`config.mk`:
```
export PLATFORM = sky130hd
export DESIGN_NAME = sprite_flash_mask
export DESIGN_NICKNAME = d
export VERILOG_FILES = /design/src/rtl/sprite_pkg.sv /design/src/rtl/sprite_flash_timer.sv /design/src/rtl/sprite_flash_mask.sv
export SDC_FILE = /design/constraint.sdc
export NUM_CORES = 1
export LEC_CHECK = 0
export ABC_AREA = 1
export BUFFER_PORTS_ARGS = -buffer_cell sky130_fd_sc_hd__buf_2
export CORE_ASPECT_RATIO = 1.25
export CORE_MARGIN = 2
export CORE_UTILIZATION = 56
export DETAILED_ROUTE_END_ITERATION = 8
export PLACE_DENSITY = 0.86
export SYNTH_ARGS = -nofsm -noshare
export SYNTH_HDL_FRONTEND = slang
export SYNTH_SLANG_ARGS = --single-unit
export TNS_END_PERCENT = 20
```
`constraint.sdc`:
```
create_clock -name clk -period 2.04 [get_ports clk]
set_clock_uncertainty 0.2 [all_clocks]
set_input_delay 0.408 -clock clk [delete_from_list [all_inputs] [get_ports clk]]
set_output_delay 0.408 -clock clk [all_outputs]
set_load 0.05 [all_outputs]
```
`src/rtl/sprite_pkg.sv`:
```
// Shared constants and types for the drum sprite path: grid geometry, scan-counter widths
// and the sprite index type shared with the downstream priority selector.
package sprite_pkg;

  localparam int unsigned NUM_SPRITES = 14;
  localparam int unsigned GRID_COLS   = 7;
  localparam int unsigned HCOUNT_W    = 11;
  localparam int unsigned VCOUNT_W    = 10;

  // Visible area that every sprite box must fit inside.
  localparam int unsigned SCREEN_W = 640;
  localparam int unsigned SCREEN_H = 480;

  // Selector output: 0 = no sprite, otherwise sprite (idx - 1).
  typedef logic [3:0] sprite_idx_t;
  localparam sprite_idx_t SPRITE_NONE = 4'd0;

  function automatic int unsigned sprite_col(int unsigned idx);
    return idx % GRID_COLS;
  endfunction

  function automatic int unsigned sprite_row(int unsigned idx);
    return idx / GRID_COLS;
  endfunction

  function automatic int unsigned box_left(int unsigned idx, int unsigned origin_x,
                                           int unsigned col_pitch);
    return origin_x + sprite_col(idx) * col_pitch;
  endfunction

  function automatic int unsigned box_top(int unsigned idx, int unsigned origin_y,
                                          int unsigned row_pitch);
    return origin_y + sprite_row(idx) * row_pitch;
  endfunction

endpackage

```
`src/rtl/sprite_flash_timer.sv`:
```
// One drum flash timer: loads FLASH_FRAMES on a trigger, counts down once per frame,
// and reports a registered "still lit" flag.
module sprite_flash_timer #(
  parameter int unsigned FLASH_FRAMES = 15
) (
  input  logic clk,
  input  logic reset_n,
  input  logic load,
  input  logic tick,
  output logic lit
);

  localparam int unsigned TW = $clog2(FLASH_FRAMES + 1);

  logic [TW-1:0] count_q, count_d;
  logic          lit_q;

  // Load has priority over the frame decrement; zero saturates.
  always_comb begin
    count_d = count_q;
    if (load) begin
      count_d = TW'(FLASH_FRAMES);
    end else if (tick && (count_q != '0)) begin
      count_d = count_q - TW'(1);
    end
  end

  // lit tracks the post-edge count so it equals (count_q != 0) at all times.
  always_ff @(posedge clk or negedge reset_n) begin
    if (!reset_n) begin
      count_q <= '0;
      lit_q   <= 1'b0;
    end else begin
      count_q <= count_d;
      lit_q   <= (count_d != '0);
    end
  end

  assign lit = lit_q;

  count_in_range_a: assert property (@(posedge clk) disable iff (!reset_n)
    count_q <= TW'(FLASH_FRAMES));

  lit_matches_count_a: assert property (@(posedge clk) disable iff (!reset_n)
    lit_q == (count_q != '0));

endmodule

```
`src/rtl/sprite_flash_mask.sv`:
```
// Per-pixel drum sprite hit vector: fixed-grid box compare gated by per-drum flash timers,
// registered together with the delayed scan position.
module sprite_flash_mask
  import sprite_pkg::*;
#(
  parameter int unsigned ORIGIN_X     = 64,
  parameter int unsigned ORIGIN_Y     = 160,
  parameter int unsigned COL_PITCH    = 80,
  parameter int unsigned ROW_PITCH    = 128,
  parameter int unsigned SPR_W        = 64,
  parameter int unsigned SPR_H        = 64,
  parameter int unsigned FLASH_FRAMES = 15
) (
  input  logic                   clk,
  input  logic                   reset_n,
  input  logic [HCOUNT_W-1:0]    hcount,
  input  logic [VCOUNT_W-1:0]    vcount,
  input  logic                   blank,
  input  logic                   frame_start,
  input  logic [NUM_SPRITES-1:0] trigger,
  output logic [NUM_SPRITES-1:0] sprites,
  output logic [NUM_SPRITES-1:0] active,
  output logic [HCOUNT_W-1:0]    hcount_d,
  output logic [VCOUNT_W-1:0]    vcount_d,
  output logic                   blank_d
);

  if ((FLASH_FRAMES < 1) || (FLASH_FRAMES > 255)) begin : g_bad_flash_frames
    $error("sprite_flash_mask: FLASH_FRAMES must be in 1..255");
  end

  logic [NUM_SPRITES-1:0] inbox;
  logic [NUM_SPRITES-1:0] lit;

  for (genvar i = 0; i < NUM_SPRITES; i++) begin : g_sprite
    localparam int unsigned XS = box_left(i, ORIGIN_X, COL_PITCH);
    localparam int unsigned YS = box_top(i, ORIGIN_Y, ROW_PITCH);

    if ((XS + SPR_W > SCREEN_W) || (YS + SPR_H > SCREEN_H)) begin : g_bad_layout
      $error("sprite_flash_mask: sprite box falls outside the visible area");
    end

    localparam logic [HCOUNT_W-1:0] X_LO = HCOUNT_W'(XS);
    localparam logic [HCOUNT_W-1:0] X_HI = HCOUNT_W'(XS + SPR_W);
    localparam logic [VCOUNT_W-1:0] Y_LO = VCOUNT_W'(YS);
    localparam logic [VCOUNT_W-1:0] Y_HI = VCOUNT_W'(YS + SPR_H);

    // Half-open box: [lo, hi) on both axes.
    assign inbox[i] = (hcount >= X_LO) && (hcount < X_HI) &&
                      (vcount >= Y_LO) && (vcount < Y_HI);

    sprite_flash_timer #(
      .FLASH_FRAMES(FLASH_FRAMES)
    ) u_timer (
      .clk    (clk),
      .reset_n(reset_n),
      .load   (trigger[i]),
      .tick   (frame_start),
      .lit    (lit[i])
    );
  end

  logic [NUM_SPRITES-1:0] sprites_q, sprites_d;
  logic [HCOUNT_W-1:0]    hcount_q;
  logic [VCOUNT_W-1:0]    vcount_q;
  logic                   blank_q;

  // Overlapping boxes all assert; the selector resolves priority.
  always_comb begin
    sprites_d = inbox & lit & {NUM_SPRITES{~blank}};
  end

  always_ff @(posedge clk or negedge reset_n) begin
    if (!reset_n) begin
      sprites_q <= '0;
      hcount_q  <= '0;
      vcount_q  <= '0;
      blank_q   <= 1'b1;
    end else begin
      sprites_q <= sprites_d;
      hcount_q  <= hcount;
      vcount_q  <= vcount;
      blank_q   <= blank;
    end
  end

  assign sprites  = sprites_q;
  assign active   = lit;
  assign hcount_d = hcount_q;
  assign vcount_d = vcount_q;
  assign blank_d  = blank_q;

  blank_clears_sprites_a: assert property (@(posedge clk) disable iff (!reset_n)
    blank_d |-> (sprites == '0));

endmodule
```
# == After elaboration in Yosys (flattened, before gate mapping) ==
# Index checks and enable logic that the tools add are counted.
# W data, S select, Z words.
# totals
reg_bits,106
# op_classes
addsub,14
order_cmp,18
mux,28
bitwise,3
n_reduce_logical,77
# op_table
op,count
$mux W4,28
$reduce_bool A4 Y1,28
$sub A4 B1 Y4 const B,14
$logic_and A1 B1 Y1,49
$ge A11 B9 Y1 const B,3
$lt A11 B9 Y1 const B,3
$and A14 B14 Y14,2
$ge A11 B8 Y1 const B,2
$lt A11 B10 Y1 const B,2
$lt A11 B8 Y1 const B,2
$ge A11 B10 Y1 const B,1
$ge A11 B7 Y1 const B,1
$ge A10 B8 Y1 const B,1
$ge A10 B9 Y1 const B,1
$lt A10 B8 Y1 const B,1
$lt A10 B9 Y1 const B,1
$not A1 Y1,1

# == Logic depth before layout (Yosys ltp) ==
# depth
word_depth,6
ltp_mapped,10

# == By module ==
# From an unflattened synthesis, not the netlist that was laid out.
# hier_totals
hier_cells,628
hier_area_um2,5191.2
# by_module_without_submodules
mod,n_inst,cells_per_inst,area_each_um2
sprite_flash_timer,14,36,276.5
sprite_flash_mask,1,124,1320.0

# == Worst setup path before layout ==
# OpenSTA, ideal clock, no wires.
# synth_path
path_type,register -> register
from,reg g_sprite[2].u_timer.count_q[0]
to,reg g_sprite[2].u_timer.lit_q
setup_ps,119
arrival_time_ps,1193
setup_slack_ps,528
stages_incl_launch_ff,10
n_path_buf,0
path_cell_list,dfrtp_1 -> inv_1 -> ha_1 -> inv_1 -> nor2_1 -> nand2_1 -> nand3_1 -> nand3_1 -> nor2_1 -> nand2_1
# synth_between
elab_chain_cells,5
# synth_lines
element,line,text
start: declaration,sprite_flash_timer.sv:15,"logic [TW-1:0] count_q, count_d;"
start signal: assignment,sprite_flash_timer.sv:34,count_q <= count_d;
branches (longest 2 deep; another with $sub A4 B1 Y4),n/a,
$mux W4 (*),sprite_flash_timer.sv:23,end else if (tick && (count_q != '0)) begin
$mux W4 (*),sprite_flash_timer.sv:21,if (load) begin
named net g_sprite[2].u_timer.count_d[0],sprite_flash_timer.sv:15,
$reduce_bool A4 Y1 (*),sprite_flash_timer.sv:35,lit_q <= (count_d != '0);
end signal: assignment,sprite_flash_timer.sv:35,
end: declaration,sprite_flash_timer.sv:16,logic lit_q;
# Mark *: on every way through the listed nets, which the timed path passes.

# == Worst setup path in the final report ==
# layout_path
from,in hcount[9]
to,reg sprites_q[3] (netlist: sprites[3])
# layout_between
elab_chain_cells,6
# layout_lines
element,line,text
start: declaration,sprite_flash_mask.sv:16,"input logic [HCOUNT_W-1:0] hcount,"
$ge A11 B9 Y1 or $lt A11 B9 Y1 (tied branches),sprite_flash_mask.sv:49,assign inbox[i] = (hcount >= X_LO) && (hcount < X_HI) &&
$logic_and A1 B1 Y1 (*) (2 in series),sprite_flash_mask.sv:49,
$logic_and A1 B1 Y1 (*),sprite_flash_mask.sv:50,(vcount >= Y_LO) && (vcount < Y_HI);
$and A14 B14 Y14 (*) (2 in series),sprite_flash_mask.sv:70,sprites_d = inbox & lit & {NUM_SPRITES{~blank}};
named net sprites_d[3],sprite_flash_mask.sv:63,"logic [NUM_SPRITES-1:0] sprites_q, sprites_d;"
end signal: assignment,sprite_flash_mask.sv:80,sprites_q <= sprites_d;
end: declaration,sprite_flash_mask.sv:63,
# The timed path passes the listed nets; every way through them passes the cells marked *.

==> results.cfg <==
[die]
die_y_um = 110
core_area_um2 = 8750
die_w_um = 89.1
io_pins = 89
row_count = 38
initial_core_util_pct = 58.0
die-area_um2 = 9840

[cells_and_area]
num-fill-cells = 694
diodes = 0
drive_gt1_share_pct = 16.0
utilization_pct = 68.1
regArea_um2 = 2650
fin_nets = 785
multi_input_area_um2 = 1930
syn2layout_area_growth_pct = 17.6

[power]
switching_share_pct = 29.8
comb_power_share_pct = 15.0
irDropWorstVdd_mv = 0.330
power_density_nw_per_um2 = 683
power.share.clock_pct = 29.7
internal_power_w = 0.00286
leakagePower_nw = 2.99
p_sw_w = 0.00121
seqPwrFrac_pct = 55.3

[critical_path]
critPathCaptureType = register
slowest_stage = dlygate4sd3_1
max_stage_delay_ns = 0.54
required_ns = 2.10
path_delay_family = buffers and inverters
worstPathCellList = dlygate4sd3_1, buf_2, nor2_1, nand3_1, o21ai_0, nor2_1
critical_path_class = input port to register
crit_start = hcount[9]
crit_buf_inv = 2
crit_arrival_ns = 1.92
worstSetupStartpointType = input port
worst_r2r_startpoint = g_sprite[9].u_timer.count_q[0]$_DFF_PN0_
path_max_fanout = 5
crit_top_cell = nor2_1

[sta]
finalHoldViolations = 0
fmax_ghz = 0.538
setup_violations = 0
tightest_slew_ns = 0.482
drv_slew = 0
final.min_clock_period_ns = 1.86
fin_tns_setup_ns = 0
rsz0062_at_grt = no
fin_crit_sh_pct = 91.2
relSlewSlack_pct = 67.8

[logic_synthesis]
synth_ff_type = dfrtp_1
synth_nets = 681
ys_ff_latch = 106
netlist_instances = 628
synth_most_common_cell = nand2_1
ys_seq_area_share_pct = 52.3
yosysTopAreaCell = dfrtp_1
synthDistinctLibCells = 22
synth_commonest_cells = nand2_1 (181), dfrtp_1 (105), inv_1 (85), nand3_1 (83), nor2_1 (68)
synthArstFlopShare_pct = 100
synth_area_per_cell_um2 = 8.08
synth_area_leaders = dfrtp_1 (52%), nand2_1 (13%), nand3_1 (8.2%)
syn_area_um2 = 5070
yosysTopAreaCellShare_pct = 51.8
synth_warnings = 0
synth_edf_count = 0

[job]
cap_violations = 0

[drt]
ant_nets = 0
num_vias = 4556
drc = 0
firstDrtPassIters = 5
viasPerCell = 5.32
wl_mm = 12.0
dr.first_iter.drc_count = 317
post_drt_wl_per_cell_um = 14.0

[placed_design]
io_buffers = 88
place_congestion = 0.902
dp_hpwl_mm = 8.51

[global_routing]
grt_pass1_wl_mm = 19.0
grt_pass1_vias = 4494
grt-ovfl-total = 0
grt_usage_pct = 25.1
grt_max_degree = 36
antenna_found_initial = 0

[run_status]
status = complete, no violations

[clocking]
cts.sinks = 106
cts_buffers = 9
clock_path_buffers = 2
post_cts_resized = 0
cts_max_level = 3
insertion_delay_ns = 0.38
clkTransAtPathRegs_ns = 0.10
clock-root-buffer = clkbuf_8
cts_tree = done

[worst_hold_path]
hp-start = hcount[6]
worstHoldPathType = input port to register
==> final timing paths <==
path / end / slack (ns) / cells after the start
min in group asynchronous: hcount_d[1]$_DFF_PN0_ / 0.32 / 2
min: hcount_d[6]$_DFF_PN0_ / 0.03 / 1
max reg2reg: g_sprite[9].u_timer.lit$_DFF_PN0_ / 0.26 / 9
max: sprites[3]$_DFF_PN0_ / 0.18 / 6
max in group asynchronous: g_sprite[2].u_timer.lit$_DFF_PN0_ / 0.74 / 3
min reg2reg: g_sprite[8].u_timer.count_q[0]$_DFF_PN0_ / 0.31 / 2
==> flip-flops by register name (all words and copies together) (netlist names) <==
register	flops
g_sprite.u_timer.lit	14
blank_d	1
vcount_d	10
sprites	14
hcount_d	11
g_sprite.u_timer.count_q	56
==> power groups by stage <==
stage / sequential [W] / combinational, W / clock [W]
finish: 0.00225 / 0.000610 / 0.00121
global route: 0.00226 / 0.000681 / 0.00130
CTS: 0.00225 / 0.000604 / 0.00122
detailed placement: 0.00229 / 0.000568 / 0
global placement: 0.00228 / 0.000532 / 0
floorplan: 0.00236 / 0.000290 / 0
==> worst reg2reg max path: stages, from the launching register on <==
cell and delay, ns:
dfrtp_1 0.39, inv_1 0.13, ha_1 0.20, inv_1 0.05, nor2_1 0.16, nand2_1 0.13
nand3b_1 0.12, nand3_1 0.10, nor2_1 0.13, nand2_1 0.07
==> cells by family (layout without fill, tap and decap cells) <==
logic type      Yosys count  count (layout)  synth area share (%)
simple gates            361             361                  30.5
buf+inv                 108             217                  9.60
flops                   106             106                  52.3
compound gates           39              39                  4.07
fa+ha+maj                14              14                  3.45
==> metal layers <==
| metal | vias up | GRT usage [%] | routed length, um | part of all wire, % |
|---|---|---|---|---|
| li1 | 2176 | - | - | - |
| met1 | 2143 | 27.4 | 4690 | 39 |
| met2 | 207 | 46.5 | 6230 | 52 |
| met3 | 30 | 4.77 | 704 | 5.9 |
| met4 | 0 | 11.0 | 358 | 3.0 |
| met5 | - | 0 | 0 | 0 |
==> timing repair <==
action	CTS	global route
setup endpoints to repair	0	0
hold endpoints to repair	49	0
buffers inserted	0	0
hold buffers	22	0
==> through the flow <==
stage | power, W | cells | hold WS [ns] | instance area, um2 | setup slack, ns
after floorplan | 0.00265 | 628 | -0.0876 | 5070 | 0.528
after global placement | 0.00281 | 819 | 0.170 | 5560 | 0.390
after detailed placement | 0.00286 | 819 | 0.176 | 5560 | 0.280
after CTS | 0.00407 | 857 | 0.00290 | 5960 | 0.251
after global routing | 0.00424 | 857 | 0.0327 | 5960 | 0.0734
final | 0.00407 | 857 | 0.0256 | 5960 | 0.180
==> cell type report <==
cell class	count	area share (%)
multi-input combinational	414	32.4
inverter	86	5.41
tap	120	2.52
timing repair buffer	115	12.2
sequential	106	44.5
clock buffer	10	2.14
clock inverter	6	0.860
==> layout by cell type, fill, tap and decap left out, types with 2 or more instances in the layout <==
cell type	synthesis	layout
nand4_1	4	4
dfrtp_1	105	105
nand3_1	83	83
inv_1	85	85
buf_4	14	4
ha_1	14	14
nor3_1	2	2
nand2_2	6	6
clkbuf_8	0	9
inv_6	0	3
nor2_1	68	68
clkinv_4	0	2
dlygate4sd3_1	0	22
buf_12	0	2
nand3b_1	14	14
nand2_1	181	181
buf_2	5	87
nor3b_1	2	2
a21oi_1	30	30
o21ai_0	6	6
Note: power is estimated with default switching activity, not from simulation.
